## src/rtl/alu_seq.sv

```systemverilog
// Multi-cycle accumulator ALU: single-cycle logic/arith ops, bit-serial shifts
// and a shift-add multiply behind a start/busy/done handshake.
module alu_seq #(
    parameter int WIDTH = 8
) (
    input  logic             clk,
    input  logic             rst,
    input  logic             start,
    input  logic [3:0]       opcode,
    input  logic [WIDTH-1:0] in_a,
    input  logic [WIDTH-1:0] in_b,
    output logic             a_is_zero,
    output logic [WIDTH-1:0] alu_out,
    output logic             carry,
    output logic             out_is_zero,
    output logic             busy,
    output logic             done
);
    localparam int SH = $clog2(WIDTH);
    localparam int CW = SH + 1;

    localparam logic [3:0] OP_ADD   = 4'b0010;
    localparam logic [3:0] OP_AND   = 4'b0011;
    localparam logic [3:0] OP_XOR   = 4'b0100;
    localparam logic [3:0] OP_PASSB = 4'b0101;
    localparam logic [3:0] OP_SUB   = 4'b1000;
    localparam logic [3:0] OP_OR    = 4'b1001;
    localparam logic [3:0] OP_ADC   = 4'b1010;
    localparam logic [3:0] OP_SHL   = 4'b1011;
    localparam logic [3:0] OP_SHR   = 4'b1100;
    localparam logic [3:0] OP_MUL   = 4'b1101;
    localparam logic [3:0] OP_NOT   = 4'b1110;

    typedef enum logic [1:0] {IDLE, SHIFT, MUL} state_t;

    state_t               state;
    logic [2*WIDTH-1:0]   mcand;
    logic [2*WIDTH-1:0]   acc;
    logic [2*WIDTH-1:0]   acc_nxt;
    logic [WIDTH-1:0]     mplier;
    logic [WIDTH-1:0]     sh;
    logic [WIDTH-1:0]     sh_nxt;
    logic [WIDTH-1:0]     res;
    logic                 sh_left;
    logic                 sh_c;
    logic                 res_c;
    logic                 is_shift;
    logic [CW-1:0]        cnt;
    logic [CW-1:0]        k;

    assign a_is_zero = ~|in_a;
    assign busy      = (state != IDLE);
    assign k         = CW'(in_b[SH-1:0]);
    assign is_shift  = (opcode == OP_SHL) || (opcode == OP_SHR);

    // Pass-A opcodes and zero-distance shifts fall through to the defaults
    always_comb begin
        res   = in_a;
        res_c = carry;
        unique case (opcode)
            OP_ADD:   {res_c, res} = {1'b0, in_a} + {1'b0, in_b};
            OP_AND:   res = in_a & in_b;
            OP_XOR:   res = in_a ^ in_b;
            OP_PASSB: res = in_b;
            OP_SUB:   {res_c, res} = {1'b0, in_a} - {1'b0, in_b};
            OP_OR:    res = in_a | in_b;
            OP_ADC:   {res_c, res} = {1'b0, in_a} + {1'b0, in_b}
                                   + {{WIDTH{1'b0}}, carry};
            OP_NOT:   res = ~in_a;
            default:  ;
        endcase
    end

    always_comb begin
        acc_nxt = acc + (mplier[0] ? mcand : '0);
        sh_nxt  = sh_left ? {sh[WIDTH-2:0], 1'b0} : {1'b0, sh[WIDTH-1:1]};
        sh_c    = sh_left ? sh[WIDTH-1] : sh[0];
    end

    always_ff @(posedge clk) begin
        if (rst) begin
            state       <= IDLE;
            alu_out     <= '0;
            carry       <= 1'b0;
            out_is_zero <= 1'b1;
            done        <= 1'b0;
            cnt         <= '0;
            mcand       <= '0;
            acc         <= '0;
            mplier      <= '0;
            sh          <= '0;
            sh_left     <= 1'b0;
        end else begin
            done <= 1'b0;
            unique case (state)
                IDLE: begin
                    if (start) begin
                        if (opcode == OP_MUL) begin
                            state  <= MUL;
                            cnt    <= CW'(WIDTH);
                            acc    <= '0;
                            mcand  <= {{WIDTH{1'b0}}, in_a};
                            mplier <= in_b;
                        end else if (is_shift && k != '0) begin
                            state   <= SHIFT;
                            cnt     <= k;
                            sh      <= in_a;
                            sh_left <= (opcode == OP_SHL);
                        end else begin
                            alu_out     <= res;
                            carry       <= res_c;
                            out_is_zero <= (res == '0);
                            done        <= 1'b1;
                        end
                    end
                end
                SHIFT: begin
                    sh  <= sh_nxt;
                    cnt <= cnt - CW'(1);
                    if (cnt == CW'(1)) begin
                        state       <= IDLE;
                        alu_out     <= sh_nxt;
                        carry       <= sh_c;
                        out_is_zero <= (sh_nxt == '0);
                        done        <= 1'b1;
                    end
                end
                MUL: begin
                    acc    <= acc_nxt;
                    mcand  <= mcand << 1;
                    mplier <= mplier >> 1;
                    cnt    <= cnt - CW'(1);
                    // Final partial product lands straight in the outputs
                    if (cnt == CW'(1)) begin
                        state       <= IDLE;
                        alu_out     <= acc_nxt[WIDTH-1:0];
                        carry       <= |acc_nxt[2*WIDTH-1:WIDTH];
                        out_is_zero <= (acc_nxt[WIDTH-1:0] == '0);
                        done        <= 1'b1;
                    end
                end
                default: state <= IDLE;
            endcase
        end
    end

endmodule

```

## config.mk

```make
export PLATFORM = sky130hd
export DESIGN_NAME = alu_seq
export DESIGN_NICKNAME = d
export VERILOG_FILES = /design/src/rtl/alu_seq.sv
export SDC_FILE = /design/constraint.sdc
export NUM_CORES = 1
export LEC_CHECK = 0
export ABC_AREA = 1
export CORE_MARGIN = 4
export CORE_UTILIZATION = 55
export DETAILED_ROUTE_END_ITERATION = 8
export PLACE_DENSITY = 0.75
export SYNTH_ARGS = -nofsm -noshare
export SYNTH_HDL_FRONTEND = slang
export SYNTH_SLANG_ARGS = --single-unit
```

## constraint.sdc

```tcl
create_clock -name clk -period 2.86 [get_ports clk]
set_clock_uncertainty 0.1 [all_clocks]
set_input_delay 0.286 -clock clk [delete_from_list [all_inputs] [get_ports clk]]
set_output_delay 0.286 -clock clk [all_outputs]
set_load 0.1 [all_outputs]
```

==> impl_metrics.csv, run 1 <==
group,metric,value,unit
timing,slew_violations,0,
synth,ys_types,39,
synth,postSynthAreaPerCell,5.96,µm²
grt,grt_max_degree,46,
place,place_hpwl,14000,µm
timing,rsz0062_at_grt,"false",
floorplan,start_util,57.5,%
clock_tree,htreeDepth,3,
place,numPortBuffers,35,
routing,ant_nets,0,
synth,synth-xor-area-share,1.38,%
timing,slew_headroom,62.4,%
clock_tree,post_cts_buffers,0,
timing,setup_slack,183,ps
cells_and_area,area_growth,19.0,%
grt,antenna_found_initial,0,
synth,synth_top_area_share,23.1,%
place,dp.cells,1160,
synth,synth_fp_nets,1034,
timing,fin_crit_sh,93.6,%
synth,synthSimpleGateAreaFrac,37.5,%
synth,syn_inst,961,
grt,gr-total-overflow,0,
floorplan,io_pins,36,
setup_path,r2r_slack,180,ps
timing,setup_viol,0,
synth,yosys-top-cells-area,"dfxtp_1 23%, nand2_1 21%, ha_1 10%, inv_1 6.9%, nand3_1 6.4%",
timing,finalSetupTns,0,ps
power_and_ir_drop,p_leak,3.48,nW
setup_path,startpoint,"mplier[0]$_SDFFE_PP0P_",
clock_tree,cts_tree,"built",
timing,tightest_slew,563,ps
routing,firstDrtPassIters,7,
place,place_ws,-53.8,ps
routing,first_iter_violations,637,
synth,ys_warn_count,0,
outcome,status,"finished clean",
clock_tree,clk_pin_slew_worst_paths,70,ps
timing,fin_crit,2680,ps
floorplan,die_x,110,µm
synth,yosys-mux-area-fraction,0,%
timing,finalHoldViolCount,0,
floorplan,num_rows,36,
synth,synth-compound-area-share,17.1,%
routing,avgRoutedWirePerCell,15.1,µm
setup_path,worstPathMaxFanout,8,
synth,seq_area_frac_synth,23.1,%
grt,grt_pass1_wl,28800,µm
routing,vias,6530,
setup_path,cp-start-kind,"flip-flop",
synth,synth_area,5730,µm²
timing,hold_ws,371,ps
cells_and_area,n_fill_cell,932,
floorplan,dieArea,12100,µm²
routing,wl,17800,µm
hold_path,whs_path_depth,2,
clock_tree,cts_buffers,9,
cells_and_area,num_antenna_cells,0,
routing,via_per_inst,5.55,
floorplan,die_h,110,µm
setup_path,required,3010,ps
setup_path,cp-endpoint,"carry$_SDFFE_PP0P_",
setup_path,regToRegStartpoint,"mplier[0]$_SDFFE_PP0P_",
setup_path,cp.arrival,2830,ps
grt,grt_pass1_vias,5813,
clock_tree,clockBufferDepth,2,
clock_tree,clk_latency,360,ps
timing,maxClockFrequency,374,MHz
clock_tree,root_buffer,"clkbuf_8",
cells_and_area,layout.nets,1111,
power_and_ir_drop,worst_ir_drop_vdd,0.000682,V
setup_path,end_kind,"flip-flop",
power_and_ir_drop,finalPower,4.99,mW
cells_and_area,drive_gt1_share,10.2,%
clock_tree,cts_sinks,66,
hold_path,hp-class,"reg -> reg",
synth,synth_largest_area_cell,"dfxtp_1",
grt,use_met3,5.82,%
cells_and_area,layout.cells.non_filler,1176,
floorplan,core-area,9950,µm²
grt,track_usage,30.5,%
grt,grt-busiest-layer,"met2",
routing,drcViolationCount,0,
grt,use_met2,45.4,%
synth,synthAdderAreaFrac,11.3,%
hold_path,hp-start,"mplier[5]$_SDFFE_PP0P_",
place,gp_congestion,0.969,
run,drv_cap,0,
power_and_ir_drop,power_density,732,nW/µm²
grt,grt_use_met1,44.2,%
setup_path,reg2reg_to,"carry$_SDFFE_PP0P_",
setup_path,worstSetupPathType,"reg -> reg",
synth,synth_top_family_by_area,"simple AND/OR/NAND/NOR gates",
setup_path,rr_worst_depth,17,
synth,ys_ff_latch,66,
[layer usage]
metal | wire, µm | up-vias
li1 | - | 3301
met1 | 8460 | 2923
met2 | 7440 | 272
met3 | 1430 | 34
met4 | 424 | 0
met5 | 0 | -
[sequential cells by signal (all words and copies together), names as in the netlist]
signal       flops
sh_left          1
out_is_zero      1
carry            1
mplier           8
alu_out          8
state            2
acc             16
cnt              4
done             1
mcand           16
sh               8
[placed cells by master, fill, tap and decap left out, drive strengths merged]
cell	count
nand4	11
o21a	1
nor2	89
inv	110
ha	47
bufinv	3
nand3	73
fa	3
o22ai	3
nand3b	8
nor3	8
o31ai	2
nor3b	1
buf	72
o211ai	5
clkdlybuf4s50	22
nand2	325
xnor2	1
a221oi	2
clkinv	6
xor2	8
o21ai	63
clkbuf	9
a21oi	69
dfxtp	66
or2	2
a211oi	5
nor4	2
a31oi	26
a21o	1
[synth_stat cells (all sizes together)]
master / n
a221oi: 2
a21o: 1
o21ai: 63
a21oi: 69
buf: 11
nand2: 325
clkinv: 2
nor2: 89
dfxtp: 66
fa: 3
xor2: 8
o22ai: 3
or2: 2
o31ai: 2
a211oi: 5
a31oi: 26
xnor2: 1
o211ai: 5
nor3b: 1
ha: 47
nand3: 73
nor4: 2
nand4: 11
nand3b: 8
inv: 110
o21a: 1
nor3: 8
clkbuf: 17
[area by class of cell]
class | instances | area [µm²] | area share, %
Inverter | 112 | 423 | 6.21
Clock buffer | 9 | 124 | 1.82
Multi-Input combinational cell | 755 | 3860 | 56.7
Timing Repair Buffer | 94 | 798 | 11.7
Sequential cell | 66 | 1320 | 19.4
Tap cell | 133 | 166 | 2.44
Clock inverter | 7 | 118 | 1.73
[logic make-up after synthesis]
kind of cell | Yosys count
simple gates | 519
compound gates | 177
buf+inv | 140
flops | 66
fa+ha+maj | 50
xor+xnor | 9
[metrics by stage]
step	util [%]	cell area, µm²
floorplan	-	5730
global placement	66.0	6570
detailed placement	66.0	6570
CTS	68.4	6810
global route	68.4	6810
finish	68.4	6810
[how the worst min path moves through the flow]
| stage | end | slack (ps) |
|---|---|---|
| after global placement | alu_out[5]$_SDFFE_PP0P_ | 360 |
| after detailed placement | mplier[4]$_SDFFE_PP0P_ | 360 |
| after floorplan | sh[7]$_SDFFE_PP0P_ | 340 |
| after CTS | mplier[4]$_SDFFE_PP0P_ | 370 |
| after global routing | acc[10]$_SDFFE_PP0P_ | 390 |
| final | mplier[4]$_SDFFE_PP0P_ | 370 |
[critical path: stages (launching register included)]
cell	delay (ps)
dfxtp_1	390
nand2_1	130
inv_1	50
ha_1	210
fa_1	440
nand3_1	100
nand2_1	110
nand2_1	90
nand2_1	100
or2_2	300
nand2_1	70
nand3_1	60
nor2_1	120
nand2_1	70
nand2_1	60
nand2_1	60
nand2_1	60
a21oi_1	60
[where the power goes]
part / switching [mW] / leakage [nW] / total, mW / internal, mW
Combinational: 1.85 / 2.81 / 2.67 / 0.822
Sequential: 0.178 / 0.539 / 1.35 / 1.18
Clock: 0.382 / 0.123 / 0.960 / 0.578
[what timing repair did]
action / 4_1_cts / 5_1_grt
endpoints found under the setup margin: 0 / 1
hold buffers: 0 / 0
hold endpoints to repair: 0 / 0
gates resized for setup: 0 / 1
(Power assumes the default switching activity.)
==> run 2: changes to the inputs <==
--- a/constraint.sdc
+++ b/constraint.sdc
@@ -3,3 +3,3 @@
 set_input_delay 0.286 -clock clk [delete_from_list [all_inputs] [get_ports clk]]
 set_output_delay 0.286 -clock clk [all_outputs]
-set_load 0.1 [all_outputs]
+set_load 0.05 [all_outputs]
==> run 2 against run 1 <==
Net effect: cell area down 0.90%; maximum frequency rose by 3.5%; setup slack better by 91 ps; total power is 8.7% lower; largest power group unchanged; highest routed layer unchanged.
==> impl_metrics.csv, run 2 (synthesized netlist as in run 1, its figures left out) <==
group,metric,value,unit
floorplan,start_util,57.5,%
setup_path,worstPathMaxFanout,17,
cells_and_area,final_cell_mix,"323 x nand2_1, 105 x inv_1, 84 x nor2_1",
power_and_ir_drop,clockPowerShare,16.0,%
timing,fin_crit,2590,ps
floorplan,num_rows,36,
timing,tightest_slew,616,ps
power_and_ir_drop,power_density,675,nW/µm²
clock_tree,cts_resized,0,
setup_path,worstPathCellList,"nand2_1 > inv_1 > ha_1 > fa_2 > nand3_1 > nand2_1 > nand2_1 > nand2_1 > or2_2 > nand2_1 > nand3_1 > nor2_1 > nand2_1 > nand2_1 > nand2_1 > nand2_1 > a21oi_1",
timing,setup_viol,0,
clock_tree,cts_tree,"built",
floorplan,io_pins,36,
setup_path,slowest_delay,410,ps
clock_tree,htreeDepth,3,
place,numPortBuffers,35,
setup_path,worstSetupPathType,"reg -> reg",
routing,first_iter_violations,501,
floorplan,core-area,9950,µm²
routing,firstDrtPassIters,5,
power_and_ir_drop,sw_frac_of_total,47.1,%
cells_and_area,reg_top3,"acc (16), mcand (16)",
run,drv_cap,0,
setup_path,crit_path_frequent_cell,"nand2_1",
floorplan,die_h,110,µm
clock_tree,cts_sinks,66,
routing,avgRoutedWirePerCell,15.1,µm
power_and_ir_drop,p_int,2.41,mW
grt,track_usage,30.7,%
place,gp_congestion,1.07,
routing,via_per_inst,5.52,
setup_path,crit_family,"simple AND/OR/NAND/NOR gates",
power_and_ir_drop,switchingPower,2.15,mW
clock_tree,root_buffer,"clkbuf_8",
clock_tree,cts_hold_buf,0,
clock_tree,clk_latency,360,ps
clock_tree,post_cts_buffers,0,
cells_and_area,drive_gt1_share,8.84,%
setup_path,cp.arrival,2730,ps
clock_tree,cts_buffers,9,
timing,hold_ws,369,ps
power_and_ir_drop,worst_ir_drop_vdd,0.000584,V
cells_and_area,layout.nets,1111,
grt,grt_pass1_wl,29100,µm
clock_tree,clk_pin_slew_worst_paths,70,ps
grt,grt_pass1_vias,5817,
timing,slew_headroom,58.6,%
timing,finalHoldViolCount,0,
setup_path,required,3010,ps
timing,slew_violations,0,
cells_and_area,num_antenna_cells,0,
setup_path,cpMaxStageDelayCell,"dfxtp_4",
setup_path,path_buf_inv,1,
grt,antenna_found_initial,0,
grt,grt_max_degree,37,
timing,rsz0062_at_grt,"false",
power_and_ir_drop,combPwrFrac,53.8,%
timing,fin_crit_sh,90.4,%
cells_and_area,layout.cells.non_filler,1174,
outcome,status,"finished clean",
cells_and_area,area_growth,17.9,%
setup_path,cp-start-kind,"flip-flop",
floorplan,dieArea,12100,µm²
power_and_ir_drop,p_leak,3.42,nW
grt,gr-total-overflow,0,
routing,ant_nets,0,
setup_path,end_kind,"flip-flop",
floorplan,die_x,110,µm
place,dp.cells,1160,
timing,maxClockFrequency,387,MHz
power_and_ir_drop,pwr-share-seq,30.2,%
routing,vias,6479,
place,place_hpwl,13900,µm
routing,drcViolationCount,0,
hold_path,hp-class,"reg -> reg",
routing,wl,17700,µm
cells_and_area,layout_commonest_cell,"nand2_1",
clock_tree,clockBufferDepth,2,
## run 2: changes by cell type in the layout (fill, tap and decap cells not counted), sizes merged
| cell | previous run | this run |
|---|---|---|
| buf | 72 | 60 |
| clkdlybuf4s50 | 22 | 34 |
| bufinv | 3 | 0 |
| clkbuf | 9 | 12 |
| clkinv | 6 | 3 |
| clkinvlp | 0 | 1 |
## run 2: per-layer routing
layer  GRT usage, %  routed length, µm  part of all wire [%]
met5              0                  0                     0
met2           46.5               7610                    43
met3           4.66               1500                   8.5
met1           44.9               8160                    46
met4           8.99                405                   2.3
## run 2: path summary, 6_finish.rpt
path | startpoint | endpoint | slack [ps] | cells after the start
worst max-delay path | mplier[0]$_SDFFE_PP0P_ | carry$_SDFFE_PP0P_ | 270 | 17
worst min-delay path | mplier[2]$_SDFFE_PP0P_ | mplier[1]$_SDFFE_PP0P_ | 370 | 2
worst max register to register | mplier[0]$_SDFFE_PP0P_ | carry$_SDFFE_PP0P_ | 270 | 17
worst min register to register | mplier[2]$_SDFFE_PP0P_ | mplier[1]$_SDFFE_PP0P_ | 370 | 2
## run 2: final cells by class
cell class	instances	area, µm²
inverters	112	423
flip-flops and latches	66	1330
well taps	133	166
repair buffers	94	803
clock buffers	12	165
clock inverters	2	12.5
multi-input cells	755	3860
fillers	941	3200
## run 2: worst reg2reg max path: cells and delay by family, from the launching register on
| kind | cells | cell delay (ps) |
|---|---|---|
| fa+ha+maj | 2 | 580 |
| flops | 1 | 410 |
| simple gates | 13 | 1280 |
| buf+inv | 1 | 50 |
| compound gates | 1 | 60 |
## run 2: power by group through the flow
stage | sequential [mW] | clock [mW] | combinational, mW
after detailed placement | 1.38 | 0 | 2.40
after floorplan | 1.51 | 0 | 1.47
after global placement | 1.38 | 0 | 2.38
after global routing | 1.41 | 0.780 | 2.70
final | 1.38 | 0.729 | 2.45
after CTS | 1.37 | 0.740 | 2.42
## run 2: stage by stage
| step | util [%] | setup WS, ps | area (µm²) | power (mW) | setup TNS [ps] |
|---|---|---|---|---|---|
| after global routing | 67.8 | 41.6 | 6750 | 4.88 | 0 |
| after floorplan | - | 297 | 5730 | 2.99 | 0 |
| after CTS | 67.8 | 65.5 | 6750 | 4.53 | 0 |
| after detailed placement | 66.0 | -53.9 | 6570 | 3.78 | -188 |
| after global placement | 66.0 | -24.9 | 6570 | 3.76 | -49.6 |
| final | 67.8 | 274 | 6750 | 4.56 | 0 |
==> run 3: changes to the inputs <==
Settings changed: SETUP_SLACK_MARGIN from default to 0.4.
==> run 3 against run 2 <==
Net effect: critical path depth increased by 2; combinational power up 9.0%; final cell count grew 2.0%; critical path type unchanged.
==> impl_metrics.csv, run 3 (synthesized netlist as in run 1, its figures left out) <==
group,metric,value,unit
outcome,status,"finished clean",
cells_and_area,layout.cells.non_filler,1197,
cells_and_area,area_growth,31.1,%
routing,drcViolationCount,0,
cells_and_area,reg_top3,"acc (16), mcand (16)",
power_and_ir_drop,p_int,2.66,mW
cells_and_area,num_antenna_cells,0,
power_and_ir_drop,pwr-share-seq,27.8,%
floorplan,die_h,110,µm
clock_tree,root_buffer,"clkbuf_8",
timing,fin_crit,2460,ps
cells_and_area,layout.nets,1132,
timing,slew_violations,0,
grt,antenna_found_initial,0,
setup_path,worstSetupPathType,"reg -> reg",
timing,fin_crit_sh,85.8,%
setup_path,rr_worst_depth,19,
routing,via_per_inst,5.65,
clock_tree,clockBufferDepth,2,
cells_and_area,utilization,75.4,%
floorplan,dieArea,12100,µm²
clock_tree,cts_tree,"built",
timing,slew_headroom,61.9,%
grt,grt_pass1_vias,5892,
floorplan,io_pins,36,
grt,gr-total-overflow,0,
setup_path,cp-endpoint,"carry$_SDFFE_PP0P_",
setup_path,startpoint,"mplier[0]$_SDFFE_PP0P_",
clock_tree,clk_pin_slew_worst_paths,80,ps
power_and_ir_drop,worst_ir_drop_vdd,0.000446,V
timing,hold_ws,203,ps
power_and_ir_drop,sw_frac_of_total,46.4,%
setup_path,end_kind,"flip-flop",
power_and_ir_drop,power_density,662,nW/µm²
clock_tree,cts_sinks,66,
cells_and_area,layout_commonest_cell,"nand2_1",
routing,ant_nets,0,
place,gp_congestion,1.06,
timing,maxClockFrequency,407,MHz
grt,grt_max_degree,37,
timing,tightest_slew,570,ps
cells_and_area,final_cell_mix,"298 x nand2_1, 85 x inv_1, 77 x buf_4",
routing,vias,6760,
grt,track_usage,30.9,%
floorplan,die_x,110,µm
place,numPortBuffers,35,
routing,wl,19700,µm
power_and_ir_drop,p_leak,3.62,nW
setup_path,required,3000,ps
cells_and_area,drive_gt1_share,20.9,%
floorplan,num_rows,36,
clock_tree,cts_hold_buf,0,
power_and_ir_drop,clockPowerShare,18.4,%
clock_tree,clk_latency,360,ps
routing,firstDrtPassIters,5,
setup_path,worstPathMaxFanout,7,
setup_path,regToRegStartpoint,"mplier[0]$_SDFFE_PP0P_",
clock_tree,htreeDepth,3,
power_and_ir_drop,switchingPower,2.31,mW
grt,grt_pass1_wl,29100,µm
power_and_ir_drop,combPwrFrac,53.8,%
setup_path,cp-start-kind,"flip-flop",
routing,avgRoutedWirePerCell,16.5,µm
setup_path,r2r_slack,400,ps
routing,first_iter_violations,700,
floorplan,start_util,57.5,%
place,dp.cells,1164,
clock_tree,cts_buffers,9,
timing,setup_viol,0,
floorplan,core-area,9950,µm²
place,place_hpwl,14100,µm
timing,finalHoldViolCount,0,
run,drv_cap,0,
hold_path,hp-class,"in -> reg",
timing,rsz0062_at_grt,"true",
setup_path,reg2reg_to,"carry$_SDFFE_PP0P_",
setup_path,cp.arrival,2590,ps
-- run 3: power groups by stage --
stage | clock [mW] | combinational (mW) | sequential (mW)
final | 0.914 | 2.67 | 1.38
after global routing | 0.952 | 2.93 | 1.41
after CTS | 0.911 | 2.45 | 1.35
after detailed placement | 0 | 2.40 | 1.38
after global placement | 0 | 2.38 | 1.38
after floorplan | 0 | 1.48 | 1.52
-- run 3: worst min path at each step --
stage	start	end	slack (ps)	cells past startpoint
after floorplan	sh[7]$_SDFFE_PP0P_	sh[7]$_SDFFE_PP0P_	340	2
after global placement	alu_out[5]$_SDFFE_PP0P_	alu_out[5]$_SDFFE_PP0P_	360	2
after detailed placement	mcand[15]$_SDFFE_PP0P_	mcand[15]$_SDFFE_PP0P_	360	2
after CTS	mplier[1]$_SDFFE_PP0P_	mplier[0]$_SDFFE_PP0P_	370	2
after global routing	in_b[6]	mplier[6]$_SDFFE_PP0P_	200	3
final	in_b[6]	mplier[6]$_SDFFE_PP0P_	200	3
-- run 3: layer usage --
layer	global-route usage (%)	share of wire, %	vias to the layer above
li1	-	-	3325
met2	47.2	45	335
met4	11.7	3.2	0
met5	0	0	-
met3	5.53	8.5	51
met1	43.4	43	3049
-- run 3: what timing repair did --
action | CTS | global route
resized for setup | 11 | 148
setup buffers | 5 | 12
pin swaps | 3 | 51
hold endpoints to repair | 0 | 0
setup endpoints to repair | 6 | 8
-- run 3: worst max-delay path: stages, from the launching register on --
cell and delay, ps:
dfxtp_4 380, buf_6 130, nand2_1 60, inv_1 90, ha_4 310, nand2_1 90
inv_1 110, nand3_1 100, nand2_2 130, nand2_2 90, nand2_1 70, nand2_1 70
nand2_1 60, nand2_1 70, nor2_1 120, nand2_1 100, nand2_1 70, nand2_1 60
nand2_1 100, a21oi_2 50
-- run 3: metrics by stage --
stage                     total power [mW]  setup slack [ps]  TNS (ps)  area (µm²)
after floorplan                       3.00               406         0        5740
after global placement                3.76             -17.4     -29.2        6610
after detailed placement              3.78             -45.7      -142        6610
after CTS                             4.72               349         0        6880
after global routing                  5.29               263         0        7510
final                                 4.97               405         0        7510
-- run 3: final cells by class --
type,count,area [µm²]
Multi-Input combinational cell,755,4380
Fill cell,813,2450
Sequential cell,66,1330
Timing Repair Buffer,115,987
Inverter,112,429
Tap cell,133,166
Clock buffer,11,141
Clock inverter,5,77.6
